### src/rtl/if_queue_pkg.sv
// if_queue_pkg: shared types and default sizing for the instruction prefetch queue
package if_queue_pkg;
   localparam int IFQ_DEPTH  = 4;
   localparam int IFQ_DATA_W = 32;
   localparam int IFQ_PTR_W  = $clog2(IFQ_DEPTH);
   typedef struct packed {
      logic [IFQ_DATA_W-1:0] pc;
      logic [IFQ_DATA_W-1:0] instr;
   } if_entry_t;
endpackage

### src/rtl/if_fetch_queue.sv
// if_fetch_queue: circular prefetch FIFO between fetch and decode, flushed by taken branches
//   clk, rst          : rising-edge clock, synchronous active-high reset
//   flush             : taken branch, discards all contents (rst has priority)
//   in_valid/in_pc/in_instr, in_ready, fetch_freeze : fetch side, freeze = ~in_ready
//   out_valid/out_pc/out_instr, out_ready           : decode side, outputs 0 when empty
//   count             : current occupancy
module if_fetch_queue
   import if_queue_pkg::*;
#(
   parameter int DEPTH  = IFQ_DEPTH,
   parameter int DATA_W = IFQ_DATA_W
) (
   input  logic                       clk,
   input  logic                       rst,
   input  logic                       flush,
   input  logic                       in_valid,
   input  logic [DATA_W-1:0]          in_pc,
   input  logic [DATA_W-1:0]          in_instr,
   output logic                       in_ready,
   output logic                       fetch_freeze,
   output logic                       out_valid,
   output logic [DATA_W-1:0]          out_pc,
   output logic [DATA_W-1:0]          out_instr,
   input  logic                       out_ready,
   output logic [$clog2(DEPTH):0]     count
);
   localparam int PW = $clog2(DEPTH);
   if_entry_t mem [DEPTH];
   logic [PW-1:0] wr_ptr, rd_ptr;
   logic push, pop;
   // ready depends only on count so fetch freeze has no path from out_ready
   assign in_ready     = count != (PW+1)'(DEPTH);
   assign fetch_freeze = ~in_ready;
   assign out_valid    = count != '0;
   assign push         = in_valid & in_ready & ~flush;
   assign pop          = out_valid & out_ready & ~flush;
   assign out_pc       = out_valid ? mem[rd_ptr].pc : '0;
   assign out_instr    = out_valid ? mem[rd_ptr].instr : '0;
   always_ff @(posedge clk) begin
      if (rst || flush) begin
         wr_ptr <= '0;
         rd_ptr <= '0;
         count  <= '0;
      end else begin
         wr_ptr <= push ? wr_ptr + 1'b1 : wr_ptr;
         rd_ptr <= pop ? rd_ptr + 1'b1 : rd_ptr;
         count  <= count + {{PW{1'b0}}, push} - {{PW{1'b0}}, pop};
      end
   end
   // storage is never cleared; stale entries are hidden by count
   always_ff @(posedge clk) begin
      if (push && !rst) mem[wr_ptr] <= '{pc: in_pc, instr: in_instr};
   end
endmodule
### config.mk
export PLATFORM = sky130hd
export DESIGN_NAME = if_fetch_queue
export DESIGN_NICKNAME = d
export VERILOG_FILES = /design/src/rtl/if_queue_pkg.sv /design/src/rtl/if_fetch_queue.sv
export SDC_FILE = /design/constraint.sdc
export NUM_CORES = 1
export LEC_CHECK = 0
export BUFFER_PORTS_ARGS = -buffer_cell sky130_fd_sc_hd__buf_4
export CELL_PAD_IN_SITES_DETAIL_PLACEMENT = 1
export CELL_PAD_IN_SITES_GLOBAL_PLACEMENT = 2
export CORE_MARGIN = 1
export CORE_UTILIZATION = 45
export DETAILED_ROUTE_END_ITERATION = 8
export MAX_ROUTING_LAYER = met4
export PLACE_DENSITY_LB_ADDON = 0.2
export SETUP_SLACK_MARGIN = 0.2
export SLEW_MARGIN = 10
export SYNTH_ARGS = -nofsm -noshare
export SYNTH_HDL_FRONTEND = slang
export SYNTH_SLANG_ARGS = --single-unit
export TNS_END_PERCENT = 100
### constraint.sdc
create_clock -name clk -period 5.2 [get_ports clk]
set_input_delay 1.04 -clock clk [delete_from_list [all_inputs] [get_ports clk]]
set_output_delay 1.04 -clock clk [all_outputs]
set_load 0.005 [all_outputs]
==> results.toml <==
[run_status]
status = "complete, but fails checks"
violations = "DRC"

[worst_setup_path]
cp-end-kind = "primary output"
path_cells = "buf_4 > mux4_2 > and2_1 > buf_4"
cp.required_ns = 4.16
slowest_stage = "dfxtp_4"
cp.arrival_ns = 2.75
crit_type = "flip-flop to primary output"
cp_max_fo = 44
crit_top_cell = "buf_4"
regToRegStartpoint = "count[2]"
crit_family = "flip-flops"
startpoint_type = "flip-flop"
slowest_delay_ns = 0.97
path_buf_inv = 2

[place]
gp_congestion = 0.707
hpwl_um = 11200
dpl_cell_area_um2 = 11400
portBuffers = 138

[yosys]
ys_top_cells_by_area = "edfxtp_1, mux4_2, and2_1"
syn-cell-area_um2 = 10200
syn-num-nets = 531
ys_ff_latch = 265
synth_area_per_cell_um2 = 22.3
yosys.area.top_type = "edfxtp_1"
yosysSeqAreaShare_pct = 77.4
synth_top_area_share_pct = 75.6
synth_cells = 455
ys.warnings.count = 0
synth_cell_types = 26

[timing]
fin_skew_ns = 0.0105
worstMarginPinSlew_ns = 1.06
finalHoldViolCount = 0
relSlewSlack_pct = 29.0
min_period_ns = 3.79
rsz0062_at_grt = "no"
slew_viol_final = 0
tns_ns = 0
clock.fmax_mhz = 264
finalCritPeriodShare_pct = 72.9
finalSetupViolCount = 0

[clock_tree]
cts-buffers-inserted = 27
htree_levels = 1
cts_sinks = 265
insertion_delay_ns = 0.52
path_clk_slew_ns = 0.07
post_cts_buffers = 0
hold_buffers = 0
cts_tree = "built"
cts.path.max_buffers = 3
cts_root_buf = "clkbuf_16"
cts_resized = 0

[final_layout]
fill_cells = 1930
final_nets = 679
drive_above_1_share_pct = 40.9
diodes = 0
design_area_um2 = 12300
area_delta_synth_final_pct = 20.7

[grt]
grt_max_degree = 66
antenna_found_initial = 0
grt_pass1_wl_um = 31100
grt_overflow = 0
grt_pass1_vias = 5441
grt_usage_pct = 18.2

[floorplanning]
num_io_pins = 139
die_x_um = 152
num_rows = 54
dieArea_um2 = 23200
die_h_um = 152
core_um2 = 22000
initial_core_util_pct = 46.3

[routing]
totalWireLength_um = 19800
wl_per_cell_um = 22.0
drc_errors = 8
vias = 4818
first_pass_iters = 6
avgViaCountPerCell = 5.33
drt_iter0_markers = 224
ant_nets = 0

[power]
ir_drop_mv = 0.197
p_int_mw = 3.47
p_clk_share_pct = 41.1
combPwrFrac_pct = 4.2
power_density_nw_per_um2 = 354
p_sw_mw = 0.873
sw_frac_of_total_pct = 20.1
sequentialPowerShare_pct = 54.7
p_leak_nw = 4.17

[run]
drv_cap = 0

[hold_path]
worstHoldStart = "wr_ptr[1]"
hold_class = "flip-flop to flip-flop"
[metrics by stage]
| step | instances | hold slack (ns) | util (%) | total power [mW] | setup slack, ns |
|---|---|---|---|---|---|
| floorplan | 455 | 0.461 | - | 2.49 | 2.32 |
| global placement | 854 | 0.476 | 52.1 | 2.60 | 1.85 |
| detailed placement | 854 | 0.499 | 52.1 | 2.61 | 1.84 |
| CTS | 904 | 0.509 | 55.9 | 4.39 | 1.27 |
| global route | 904 | 0.541 | 55.9 | 4.47 | 1.14 |
| finish | 904 | 0.505 | 55.9 | 4.34 | 1.41 |
[cell type report]
class                   instances  area [µm²]  area share [%]
clock buffers                  29         683            5.57
clock inverters                21         140            1.14
inverters                       5        18.8           0.153
multi-input cells             163        2140            17.5
flip-flops and latches        265        7880            64.2
well taps                     280         350            2.86
repair buffers                141        1060            8.63
[power groups by stage]
stage | clock network, mW | registers [mW] | logic (mW)
floorplan | 0 | 2.42 | 0.0726
global placement | 0 | 2.42 | 0.177
detailed placement | 0 | 2.42 | 0.185
CTS | 1.82 | 2.37 | 0.186
global route | 1.90 | 2.38 | 0.198
finish | 1.78 | 2.37 | 0.181
[worst register-to-register path: stages (launching register included)]
cell and delay (ns):
dfxtp_1 0.44, or3b_4 0.43, and2_4 0.20, or2b_1 0.16, ha_1 0.22, inv_1 0.06
ha_1 0.14, inv_1 0.05, fa_1 0.41, xnor2_1 0.21, xnor2_1 0.08, and2_1 0.15
[kinds of logic (layout without fill, tap and decap cells)]
| logic type | Yosys count | after routing | share of synthesized area [%] |
|---|---|---|---|
| DFF | 265 | 265 | 77.4 |
| AOI/OAI and AO/OA | 3 | 3 | 0.209 |
| buffers and inverters | 27 | 196 | 1.67 |
| and+or+nand+nor | 84 | 84 | 5.13 |
| adders and majority gates | 7 | 7 | 0.936 |
| xor gates and xnor gates | 4 | 4 | 0.345 |
| muxes | 65 | 65 | 14.3 |
[state kept, by name (all words and copies together) (netlist names), named ones only]
name	flops
count	3
mem	256
rd_ptr	2
wr_ptr	2
[synth_stat cells]
master / instances
edfxtp_1: 256
and2_1: 66
mux4_2: 64
dfxtp_1: 9
buf_6: 8
clkbuf_1: 7
buf_2: 6
ha_1: 6
inv_1: 5
and3_2: 4
nor3_1: 4
nand2_1: 3
nor2_1: 2
xnor2_1: 2
xor2_1: 2
and2_4: 1
clkbuf_2: 1
fa_1: 1
mux2i_1: 1
nand4_1: 1
o21ai_1: 1
o311ai_0: 1
o31ai_1: 1
or2b_1: 1
or3_1: 1
or3b_4: 1
[metal layers]
| metal | share of wire, % | GRT usage [%] | routed length [µm] |
|---|---|---|---|
| met5 | 0 | - | 0 |
| met4 | 1.5 | 4.52 | 303 |
| met3 | 5.1 | 3.16 | 1020 |
| met2 | 52 | 31.1 | 10300 |
| met1 | 41 | 22.6 | 8210 |
[final timing paths]
path,to,slack (ns),depth (start not counted)
max,out_pc[10],1.41,4
min,wr_ptr[1],0.51,2
max reg2reg,count[2],2.54,11
min reg2reg,wr_ptr[1],0.51,2
[cells in the final DEF (no fill, tap or decap), types with 2 or more instances in the layout]
master and count:
dfxtp_4 2, mux4_2 64, nor2_1 2, nand2_1 3, inv_1 5, clkinvlp_4 2
clkbuf_1 2, nor3_1 4, xor2_1 2, buf_4 141, and2_1 66, clkinv_2 8
xnor2_1 2, clkbuf_16 27, dfxtp_1 7, ha_1 6, edfxtp_1 256, clkinv_1 7
and3_4 4
Power figures use the tool's default switching activity.
